===== src/rtl/upscale_requant.sv =====
// Output requantizer: rounds the signed 4-tap dot-product sum to an 8-bit clamped pixel,
// tags it with line/frame position and tracks clamp statistics, over a 2-stage valid/ready pipe.
module upscale_requant #(
    parameter int FRAC_BITS   = 7,
    parameter int LINE_PIXELS = 640,
    parameter int FRAME_LINES = 480,
    parameter int STAT_W      = 16
) (
    input  logic              clk,
    input  logic              rst_n,
    input  logic              in_valid,
    output logic              in_ready,
    input  logic [19:0]       in_data,
    output logic              out_valid,
    input  logic              out_ready,
    output logic [7:0]        out_pixel,
    output logic              out_sol,
    output logic              out_eol,
    output logic              out_eof,
    input  logic              clr_stats,
    output logic [STAT_W-1:0] sat_hi_cnt,
    output logic [STAT_W-1:0] sat_lo_cnt
);

    localparam int COL_W = (LINE_PIXELS > 1) ? $clog2(LINE_PIXELS) : 1;
    localparam int ROW_W = (FRAME_LINES > 1) ? $clog2(FRAME_LINES) : 1;
    localparam logic [COL_W-1:0] COL_LAST = COL_W'(LINE_PIXELS - 1);
    localparam logic [ROW_W-1:0] ROW_LAST = ROW_W'(FRAME_LINES - 1);
    localparam logic [20:0]      HALF     = 21'd1 << (FRAC_BITS - 1);

    // Round half toward +inf: add half an LSB, then floor via arithmetic shift.
    logic [20:0]        t_sum;
    logic signed [20:0] q_val;
    logic               c_lo;
    logic               c_hi;
    logic [7:0]         c_pix;

    assign t_sum = {in_data[19], in_data} + HALF;
    assign q_val = $signed(t_sum) >>> FRAC_BITS;
    assign c_lo  = q_val[20];
    assign c_hi  = !q_val[20] && (|q_val[19:8]);
    assign c_pix = c_lo ? 8'd0 : (c_hi ? 8'hFF : q_val[7:0]);

    logic       s1_valid_q;
    logic [7:0] s1_pix_q;
    logic       s1_hi_q;
    logic       s1_lo_q;
    logic       s2_valid_q;
    logic [7:0] s2_pix_q;
    logic       s2_hi_q;
    logic       s2_lo_q;
    logic       s2_load;
    logic       out_fire;

    assign s2_load  = !s2_valid_q || out_ready;
    assign in_ready = !s1_valid_q || s2_load;
    assign out_fire = s2_valid_q && out_ready;

    always_ff @(posedge clk or negedge rst_n) begin
        if (!rst_n) begin
            s1_valid_q <= 1'b0;
            s1_pix_q   <= 8'd0;
            s1_hi_q    <= 1'b0;
            s1_lo_q    <= 1'b0;
        end else if (in_ready) begin
            s1_valid_q <= in_valid;
            if (in_valid) begin
                s1_pix_q <= c_pix;
                s1_hi_q  <= c_hi;
                s1_lo_q  <= c_lo;
            end
        end
    end

    always_ff @(posedge clk or negedge rst_n) begin
        if (!rst_n) begin
            s2_valid_q <= 1'b0;
            s2_pix_q   <= 8'd0;
            s2_hi_q    <= 1'b0;
            s2_lo_q    <= 1'b0;
        end else if (s2_load) begin
            s2_valid_q <= s1_valid_q;
            s2_pix_q   <= s1_pix_q;
            s2_hi_q    <= s1_hi_q;
            s2_lo_q    <= s1_lo_q;
        end
    end

    logic [COL_W-1:0] col_q;
    logic [ROW_W-1:0] row_q;

    always_ff @(posedge clk or negedge rst_n) begin
        if (!rst_n) begin
            col_q <= '0;
            row_q <= '0;
        end else if (out_fire) begin
            if (col_q == COL_LAST) begin
                col_q <= '0;
                row_q <= (row_q == ROW_LAST) ? '0 : row_q + 1'b1;
            end else begin
                col_q <= col_q + 1'b1;
            end
        end
    end

    assign out_valid = s2_valid_q;
    assign out_pixel = s2_pix_q;
    assign out_sol   = s2_valid_q && (col_q == '0);
    assign out_eol   = s2_valid_q && (col_q == COL_LAST);
    assign out_eof   = out_eol && (row_q == ROW_LAST);

    // Index 0 counts low clamps, index 1 counts high clamps; both saturate at all-ones.
    logic [1:0] sat_flag;
    assign sat_flag = {s2_hi_q, s2_lo_q};

    genvar gi;
    generate
        for (gi = 0; gi < 2; gi++) begin : g_sat
            logic [STAT_W-1:0] cnt_q;
            always_ff @(posedge clk or negedge rst_n) begin
                if (!rst_n) begin
                    cnt_q <= '0;
                end else if (clr_stats) begin
                    cnt_q <= '0;
                end else if (out_fire && sat_flag[gi] && (cnt_q != '1)) begin
                    cnt_q <= cnt_q + {{(STAT_W-1){1'b0}}, 1'b1};
                end
            end
        end
    endgenerate

    assign sat_lo_cnt = g_sat[0].cnt_q;
    assign sat_hi_cnt = g_sat[1].cnt_q;

endmodule


===== config.mk =====
export PLATFORM = sky130hd
export DESIGN_NAME = upscale_requant
export DESIGN_NICKNAME = d
export VERILOG_FILES = /design/src/rtl/upscale_requant.sv
export SDC_FILE = /design/constraint.sdc
export NUM_CORES = 1
export LEC_CHECK = 0
export ABC_CLOCK_PERIOD_IN_PS = 2500
export BUFFER_PORTS_ARGS = -buffer_cell sky130_fd_sc_hd__buf_2
export CAP_MARGIN = 20
export CORE_ASPECT_RATIO = 1.1
export CORE_MARGIN = 2
export CORE_UTILIZATION = 55
export CTS_CLUSTER_DIAMETER = 60
export DETAILED_ROUTE_END_ITERATION = 7
export GPL_ROUTABILITY_DRIVEN = 1
export PLACE_DENSITY_LB_ADDON = 0.12
export SLEW_MARGIN = 20
export SYNTH_ARGS = -nofsm -noshare
export SYNTH_HDL_FRONTEND = slang
export SYNTH_SLANG_ARGS = --single-unit

===== constraint.sdc =====
create_clock -name clk -period 2.5 [get_ports clk]
set_input_delay 0.625 -clock clk [delete_from_list [all_inputs] [get_ports clk]]
set_output_delay 0.625 -clock clk [all_outputs]
set_load 0.01 [all_outputs]

==> results.cfg, run 1 <==
[logic_synthesis]
yosysWarningCount = 0
ys_top_cells_by_area = dfrtp_1, xnor2_1, nor2_1
synth_ff_type = dfrtp_1
synthArstFlopShare = 1.00
yosysSeqAreaShare = 0.493
yosys.area_share.simple = 0.247
synthMuxAreaShare = 0.0364
synth_edf_count = 0
synth_xor_area_frac = 0.102
ys_seq_elements = 73
synth-compound-area-share = 0.0776
ys_types = 41
netlist_instances = 360
synth_top_family_by_area = simple AND/OR/NAND/NOR gates
synth_largest_area_cell = dfrtp_1
synth_area_um2 = 3710
synth_top_area_share = 0.493
synthAdderAreaFrac = 0.0202
syn_avg_cell_area_um2 = 10.3
synth_fp_nets = 391

[global_routing]
gr-usage-met1 = 0.306
grt_overflow = 0
track_usage = 0.218
grt_pass1_vias = 2811
grt_pass1_wl_mm = 12.8
grtUsageMet3 = 0.0462
grt_antenna_before_repair = 0
use_met2 = 0.335
top_usage_layer = met2
grt_max_degree = 74

[sta]
layout_setup_ws_ns = 0.131
fin_worst_skew_ns = 0.0108
finalSetupTns_ns = 0
layout_min_cycle_time_ns = 2.37
hold_violations = 0
rsz0062_at_grt = no
setup-violations-final = 0
worstMarginPinSlew_ns = 0.589
slew_violations = 0
relSlewSlack = 0.607
post-route-period-util = 0.948
fmax_mhz = 422

[routing]
ant_nets = 0
wl_per_cell_um = 14.4
avgViaCountPerCell = 5.73
vias = 2937
routed_wirelength_mm = 7.37
drc_errors = 0
first_pass_iters = 4
initialDrtViolationCount = 123

[placed_design]
dp_hpwl_mm = 5.04
port_buffers = 63
dpl_worst_slack_ns = 0.309
gp_congestion = 0.829
place_area_um2 = 4110

[worst_setup_path]
path_buf_inv = 1
start_kind = flop
path_max_fanout = 4
crit_slowest_cell = or4_1
path_class = flop to output port
cpPeakStageDelay_ns = 0.54
arrival_ns = 1.74
critPathTopFamily = simple AND/OR/NAND/NOR gates
worstPathCellList = or4_1 > nor4_1 > buf_2
endpoint_kind = output port
crit_required_ns = 1.88

[clock_network]
clkSinkCount = 73
clk_latency_ns = 0.34
htreeDepth = 3
cts_tree = yes
clock-root-buffer = clkbuf_8
hold_buffers = 0
clkTransAtPathRegs_ns = 0.07
cts_buffers = 9
clock_path_buffers = 2

[die]
initial_core_util = 0.566
dieArea_um2 = 7420
die_w_um = 82.3
io_pins = 70
core-area_um2 = 6560
die_h_um = 90.1
rows = 31

[run]
drv_cap = 0

[cells_and_area]
antennaDiodeCount = 0
nets = 458
fillers = 564
drive_above_1_share = 0.248
area_delta_synth_final_pct = 15.8
final_cell_area_um2 = 4290
final_core_util = 0.655

[pwr]
peakVddDrop_uv = 424
power_density_nw_per_um2 = 604
p_leak_nw = 1.94

[worst_hold_path]
hold_path.class = input port to asynchronous set/reset pin

[run_status]
status = completed
kinds of logic (layout without fill, tap and decap cells):
logic type	count (synthesis)	after routing
AOI/OAI and AO/OA	42	42
xor gates and xnor gates	43	43
adders and majority gates	6	6
buffers and inverters	18	89
DFF	73	73
muxes	12	12
and+or+nand+nor	166	166
cell type report:
class / count / area, um^2 / share of cell area
Sequential cell: 73 / 1830 / 0.425
Timing Repair Buffer: 68 / 365 / 0.0851
Multi-Input combinational cell: 269 / 1800 / 0.418
Clock inverter: 3 / 15.0 / 0.00350
Clock buffer: 12 / 165 / 0.0385
Inverter: 6 / 22.5 / 0.00524
Tap cell: 82 / 103 / 0.0239
state kept, by name (all words and copies together) (netlist names), 8 cells and up:
name,flops
out_pixel,8
row_q,9
col_q,10
sat_hi_cnt,16
sat_lo_cnt,16
s1_pix_q,8
synth_stat cells, types with 7 or more instances:
master	number
and4_1	12
o21ai_0	9
nand4_1	22
xor2_1	16
nor3_1	10
and3_1	7
nand3_1	21
xnor2_1	27
mux2_2	12
a221o_1	8
nand2_1	24
nor2_1	40
dfrtp_1	73
a21oi_1	9
metrics by stage:
step / total power, mW / hold slack (ns) / instances
after global placement: 1.76 / 0.442 / 498
after global routing: 2.74 / 0.336 / 513
final: 2.59 / 0.283 / 513
after CTS: 2.62 / 0.311 / 513
after detailed placement: 1.77 / 0.453 / 498
after floorplan: 1.63 / 0.329 / 360
layer usage:
metal / vias to the layer above / routed length, um
li1: 1447 / -
met1: 1423 / 3460
met2: 59 / 3500
met3: 8 / 314
met4: 0 / 104
met5: - / 0
repair_timing:
action | in CTS | in global routing
gates resized for setup | 0 | 1
hold endpoints to repair | 0 | 0
setup endpoints to repair | 0 | 1
buffers inserted | 0 | 0
where the power goes:
part / switching (mW) / total (mW) / internal [mW]
Sequential: 0.0997 / 1.39 / 1.29
Clock: 0.418 / 0.849 / 0.431
Combinational: 0.178 / 0.350 / 0.172
cell usage in the layout, fill, tap and decap left out, types with 2 or more instances in the layout:
master / count
a21o_1: 4
dfrtp_1: 73
a221o_1: 8
or4_1: 4
o21ai_0: 9
and3_1: 7
nand3b_1: 2
a31oi_1: 3
xnor2_1: 27
a21oi_1: 9
nand3_1: 21
and4_1: 12
buf_4: 4
nand2b_1: 3
nor3_1: 10
o31ai_1: 2
clkbuf_8: 12
nor3b_2: 2
a211oi_1: 4
nor4_1: 4
mux2_2: 12
ha_1: 6
and2_1: 2
nand4_1: 22
nand2_1: 24
o21a_1: 2
nor3_2: 3
clkinv_2: 3
buf_2: 63
nand2_2: 2
inv_1: 6
nor2_1: 40
xor2_1: 16
final timing paths:
path                            depth (start not counted)              startpoint  slack [ns]                    endpoint
worst max-delay path                                    3    col_q[5]$_DFFE_PN0P_        0.13                     out_sol
min in group clk                                        1  s1_valid_q$_DFFE_PN0N_        0.47       out_valid$_DFFE_PN0P_
max in group asynchronous                               2                   rst_n        1.88   sat_lo_cnt[4]$_DFFE_PN0P_
worst max register to register                          5   out_valid$_DFFE_PN0P_        0.45  sat_lo_cnt[13]$_DFFE_PN0P_
worst min register to register                          1  s1_valid_q$_DFFE_PN0N_        0.47       out_valid$_DFFE_PN0P_
worst min-delay path                                    2                   rst_n        0.28        row_q[4]$_DFFE_PN0P_
worst reg2reg max path, delay by kind of cell (launching register included):
family,cells,cell delay (ns)
and+or+nand+nor,4,1.14
xor gates and xnor gates,1,0.16
DFF,1,0.63
Note: power is estimated with default switching activity, not from simulation.
==> inputs of run 2 (changes only) <==
Settings changed: ABC_AREA set to 1, CORE_UTILIZATION 55 to 57.
==> run 2 against run 1 <==
  * Clock power grew 14%
  * Critical path depth is 3 higher
  * Count of clock-buffer cells in the layout stayed put
  * Synthesized cell count increased by 52%
  * Total power rose by 9.1%
  * Core utilization increased by 2.7 points
  * Synthesized area increased by 12%
  * Largest power group unchanged
  * Highest routed layer unchanged
==> results.cfg, run 2 <==
[clock_network]
clk_latency_ns = 0.35
hold_buffers = 0
clock-root-buffer = clkbuf_8
cts_tree = yes
cts_setup_buffers = 0
cts_buffers = 9
clkSinkCount = 73
clkTransAtPathRegs_ns = 0.08
post_cts_resized = 0
clock_path_buffers = 2
htreeDepth = 3

[die]
rows = 32
io_pins = 70
die_h_um = 93.3
die_w_um = 85.2
core-area_um2 = 7010
dieArea_um2 = 7960
initial_core_util = 0.590

[pwr]
peakVddDrop_uv = 359
p_leak_nw = 2.39
power_density_nw_per_um2 = 592

[logic_synthesis]
yosysSeqAreaShare = 0.442
synthAdderAreaFrac = 0.0181
synthMuxAreaShare = 0
synth_top_family_by_area = simple AND/OR/NAND/NOR gates
ys_top_cells_by_area = dfrtp_1, nand2_1, inv_1
synth_ff_type = dfrtp_1
ys_seq_elements = 73
synthArstFlopShare = 1.00
synth_edf_count = 0
synth_top_area_share = 0.442
synth_most_common_cell = nand2_1
synthTopCellsByCount = nand2_1, dfrtp_1, inv_1, nor2_1, nand3_1
synth_largest_area_cell = dfrtp_1
synth-compound-area-share = 0.0838
synth_xor_area_frac = 0.0656
syn_avg_cell_area_um2 = 7.58
yosys.area_share.simple = 0.318
ys_types = 29
yosysWarningCount = 0
synth_area_um2 = 4140
synth_fp_nets = 577
netlist_instances = 546

[cells_and_area]
final_cell_mix = nand2_1, dfrtp_1, inv_1
antennaDiodeCount = 0
area_delta_synth_final_pct = 15.5
fillers = 607
final_cell_area_um2 = 4780
final_common_cell = nand2_1
drive_above_1_share = 0.167
nets = 648

[sta]
worstMarginPinSlew_ns = 0.585
hold_violations = 0
finalSetupTns_ns = 0
layout_min_cycle_time_ns = 2.29
fin_worst_skew_ns = 0.0103
relSlewSlack = 0.607
fmax_mhz = 436
post-route-period-util = 0.917
setup-violations-final = 0
slew_violations = 0
rsz0062_at_grt = no

[worst_setup_path]
crit_required_ns = 1.88
path_max_fanout = 4
start_kind = flop
path_class = flop to output port
arrival_ns = 1.67
endpoint_kind = output port

[routing]
first_pass_iters = 4
wl_per_cell_um = 12.7
routed_wirelength_mm = 8.96
ant_nets = 0
vias = 3725
avgViaCountPerCell = 5.27
drc_errors = 0
initialDrtViolationCount = 200

[placed_design]
port_buffers = 63
gp_congestion = 0.939
place_area_um2 = 4570
dp_hpwl_mm = 6.55

[global_routing]
grt_pass1_wl_mm = 15.6
grt_antenna_before_repair = 0
grt_pass1_vias = 3596
grt_max_degree = 74
grt_overflow = 0
track_usage = 0.242

[worst_hold_path]
hold_path.class = input port to asynchronous set/reset pin

[run_status]
status = completed

[run]
drv_cap = 0
-- run 2: worst paths after layout --
check,cells after the start,from,slack [ns],endpoint
worst max-delay path,6,row_q[1]$_DFFE_PN0P_,0.21,out_eof
worst min-delay path,2,rst_n,0.28,col_q[6]$_DFFE_PN0P_
worst max register to register,9,sat_lo_cnt[0]$_DFFE_PN0P_,0.53,sat_lo_cnt[11]$_DFFE_PN0P_
worst min register to register,2,out_pixel[4]$_DFFE_PN0P_,0.48,out_pixel[4]$_DFFE_PN0P_
max in group asynchronous,2,rst_n,1.89,col_q[1]$_DFFE_PN0P_
min in group clk,2,out_pixel[4]$_DFFE_PN0P_,0.48,out_pixel[4]$_DFFE_PN0P_
-- run 2: logic make-up after synthesis --
| group | Yosys count |
|---|---|
| AOI/OAI and AO/OA | 54 |
| xor gates and xnor gates | 31 |
| adders and majority gates | 6 |
| buffers and inverters | 78 |
| DFF | 73 |
| and+or+nand+nor | 304 |
-- run 2: worst max-delay path: stages (launching register included) --
cell     delay (ns)
dfrtp_1        0.38
ha_1           0.19
nand3_1        0.17
inv_1          0.10
nand3_1        0.15
nor3_1         0.19
buf_2          0.15
-- run 2: final cells by class --
type / instances / area [um^2] / share of cell area
inverters: 70 / 263 / 0.0550
multi-input cells: 395 / 2010 / 0.421
clock inverters: 4 / 51.3 / 0.0107
repair buffers: 68 / 365 / 0.0765
flip-flops and latches: 73 / 1830 / 0.382
well taps: 85 / 106 / 0.0223
clock buffers: 12 / 155 / 0.0325
-- run 2: per-stage QoR --
stage	util	hold WS (ns)	std cells	total power, mW	setup WS (ns)
6_report	0.682	0.282	707	2.83	0.207
5_1_grt	0.682	0.341	707	2.98	0.0395
4_1_cts	0.682	0.311	707	2.84	0.179
3_5_place_dp	0.652	0.463	691	1.89	0.377
3_3_place_gp	0.652	0.444	691	1.87	0.434
2_1_floorplan	-	0.329	546	1.72	0.714
-- run 2: routing by layer --
metal | global-route usage | vias up | wire, um
met3 | 0.0406 | 14 | 355
met1 | 0.308 | 1724 | 4150
met2 | 0.410 | 87 | 4310
met4 | 0.0939 | 0 | 148
li1 | - | 1900 | -
met5 | 0 | - | 0
-- run 2: where the power goes --
group	switching (mW)	leakage, nW	total [mW]	internal, mW
Sequential	0.101	0.949	1.40	1.30
Clock	0.450	0.103	0.966	0.516
Combinational	0.301	1.33	0.459	0.158
Total	0.852	2.39	2.83	1.98
==> inputs of run 3 (changes only) <==
Settings changed: ABC_CLOCK_PERIOD_IN_PS 2500 to 2150.
Clock period 2.5 ns to 2.15 ns, I/O delays scaled along.
==> run 3 against run 2 <==
  * Combinational power up 32%
  * Count of clock-buffer cells in the layout unchanged
  * Total power is 20% higher
  * Largest power group unchanged
  * Non-clock buffer count increased by 7
  * Via count grew 2.5%
  * Cell count rose by 0.99%
  * Sequential power is 16% higher
  * Critical endpoint unchanged
  * First-iteration DRC count is 23% higher
  * Setup slack got worse by 0.11 ns
==> results.cfg, run 3 (same netlist as run 2, synthesis figures left out) <==
[global_routing]
grt_antenna_before_repair = 0
grt_overflow = 0
grt_max_degree = 58
grt_pass1_wl_mm = 16.0
grt_pass1_vias = 3649
track_usage = 0.248

[worst_setup_path]
path_class = flop to output port
cpPeakStageDelay_ns = 0.38
path_buf_inv = 2
path_max_fanout = 4
critPathTopFamily = simple AND/OR/NAND/NOR gates
start_kind = flop
endpoint_kind = output port
crit_required_ns = 1.61
crit_slowest_cell = dfrtp_1
worstPathCellList = inv_1 > nor4_2 > nand3_2 > nor3_2 > buf_2
r2r_slack_ns = 0.23
arrival_ns = 1.52

[pwr]
power_frac_clock = 0.342
p_sw_frac = 0.301
seq_power_share = 0.479
p_leak_nw = 2.42
power_density_nw_per_um2 = 693
combPwrFrac = 0.179
p_int_mw = 2.37
power.switching_mw = 1.02
p_total_mw = 3.39
peakVddDrop_uv = 462

[routing]
first_pass_iters = 5
drc_errors = 0
ant_nets = 0
initialDrtViolationCount = 246
wl_per_cell_um = 12.9
route.met2.wl_mm = 4.39
wl_met1_mm = 4.27
avgViaCountPerCell = 5.35
wl_met3_um = 435
vias = 3819
highest_layer = met4
routed_wirelength_mm = 9.19

[run]
drv_cap = 0

[sta]
fin_worst_skew_ns = 0.0123
worstMarginPinSlew_ns = 0.591
rsz0062_at_grt = yes
layout_setup_ws_ns = 0.0919
post-route-period-util = 0.957
hold_violations = 0
fmax_mhz = 486
relSlewSlack = 0.603
setup-violations-final = 0
layout_min_cycle_time_ns = 2.06
finalSetupTns_ns = 0
slew_violations = 0

[placed_design]
dpl_worst_slack_ns = 0.123
gp_congestion = 0.927
dp_cells = 693
port_buffers = 63
dp_hpwl_mm = 6.59

[clock_network]
clkSinkCount = 73
clk_latency_ns = 0.36
cts_tree = yes
clock-root-buffer = clkbuf_8
cts_buffers = 9
htreeDepth = 3
clock_path_buffers = 2
clkTransAtPathRegs_ns = 0.08

[cells_and_area]
nets = 655
fillers = 577
multi_input_area_um2 = 2070
final_cell_mix = nand2_1, dfrtp_1, inv_1
final_common_cell = nand2_1
instances_no_fill = 714
drive_above_1_share = 0.197
antennaDiodeCount = 0
regArea_um2 = 1830
area_delta_synth_final_pct = 18.4

[worst_hold_path]
hold_path.class = input port to asynchronous set/reset pin

[die]
die_h_um = 93.3
core-area_um2 = 7010
io_pins = 70
dieArea_um2 = 7960
initial_core_util = 0.590
die_w_um = 85.2
rows = 32

[run_status]
status = completed
## run 3: changes by cell type in the layout (fill, tap and decap cells not counted), sizes merged
cell / change
buf: +7
clkinv: -1
clkinvlp: +1
## run 3: layout make-up
cell class	instances	area share
timing repair buffer	75	0.0853
clock inverter	4	0.0102
sequential	73	0.373
clock buffer	12	0.0337
multi-input combinational	395	0.422
inverter	70	0.0536
tap	85	0.0217
## run 3: routing by layer
layer / vias to the layer above / global-route usage
li1: 1925 / -
met1: 1780 / 0.327
met2: 106 / 0.410
met3: 8 / 0.0556
met4: 0 / 0.0741
met5: - / 0
## run 3: power groups by stage
| stage | Clock, mW | Combinational, mW | Sequential (mW) |
|---|---|---|---|
| floorplan | 0 | 0.344 | 1.65 |
| finish | 1.16 | 0.607 | 1.63 |
| detailed placement | 0 | 0.545 | 1.65 |
| global route | 1.23 | 0.692 | 1.65 |
| global placement | 0 | 0.532 | 1.65 |
| CTS | 1.17 | 0.549 | 1.63 |
## run 3: per-stage QoR
step	hold slack, ns	instance area (um^2)	utilization
2_1_floorplan	0.242	4140	-
3_3_place_gp	0.444	4590	0.654
3_5_place_dp	0.452	4590	0.654
4_1_cts	0.118	4820	0.688
5_1_grt	0.130	4900	0.699
6_report	0.101	4900	0.699
## run 3: timing repair
action	CTS	global route
endpoints found under the setup margin	1	3
hold buffers	0	0
buffers inserted	1	4
pin swaps	0	4
gates resized for setup	3	11
endpoints found under the hold margin	0	0
cloned	0	0
## run 3: worst paths after layout
path                                                 from                          to  cells past startpoint
worst max-delay path                 col_q[6]$_DFFE_PN0P_                     out_eof                      5
worst min-delay path                                rst_n        col_q[5]$_DFFE_PN0P_                      1
worst max register to register  sat_hi_cnt[0]$_DFFE_PN0P_   sat_hi_cnt[7]$_DFFE_PN0P_                      9
worst min register to register    s1_pix_q[2]$_DFFE_PN0P_    out_pixel[2]$_DFFE_PN0P_                      2
max in group asynchronous                           rst_n  sat_lo_cnt[15]$_DFFE_PN0P_                      2
min in group clk                  s1_pix_q[2]$_DFFE_PN0P_    out_pixel[2]$_DFFE_PN0P_                      2
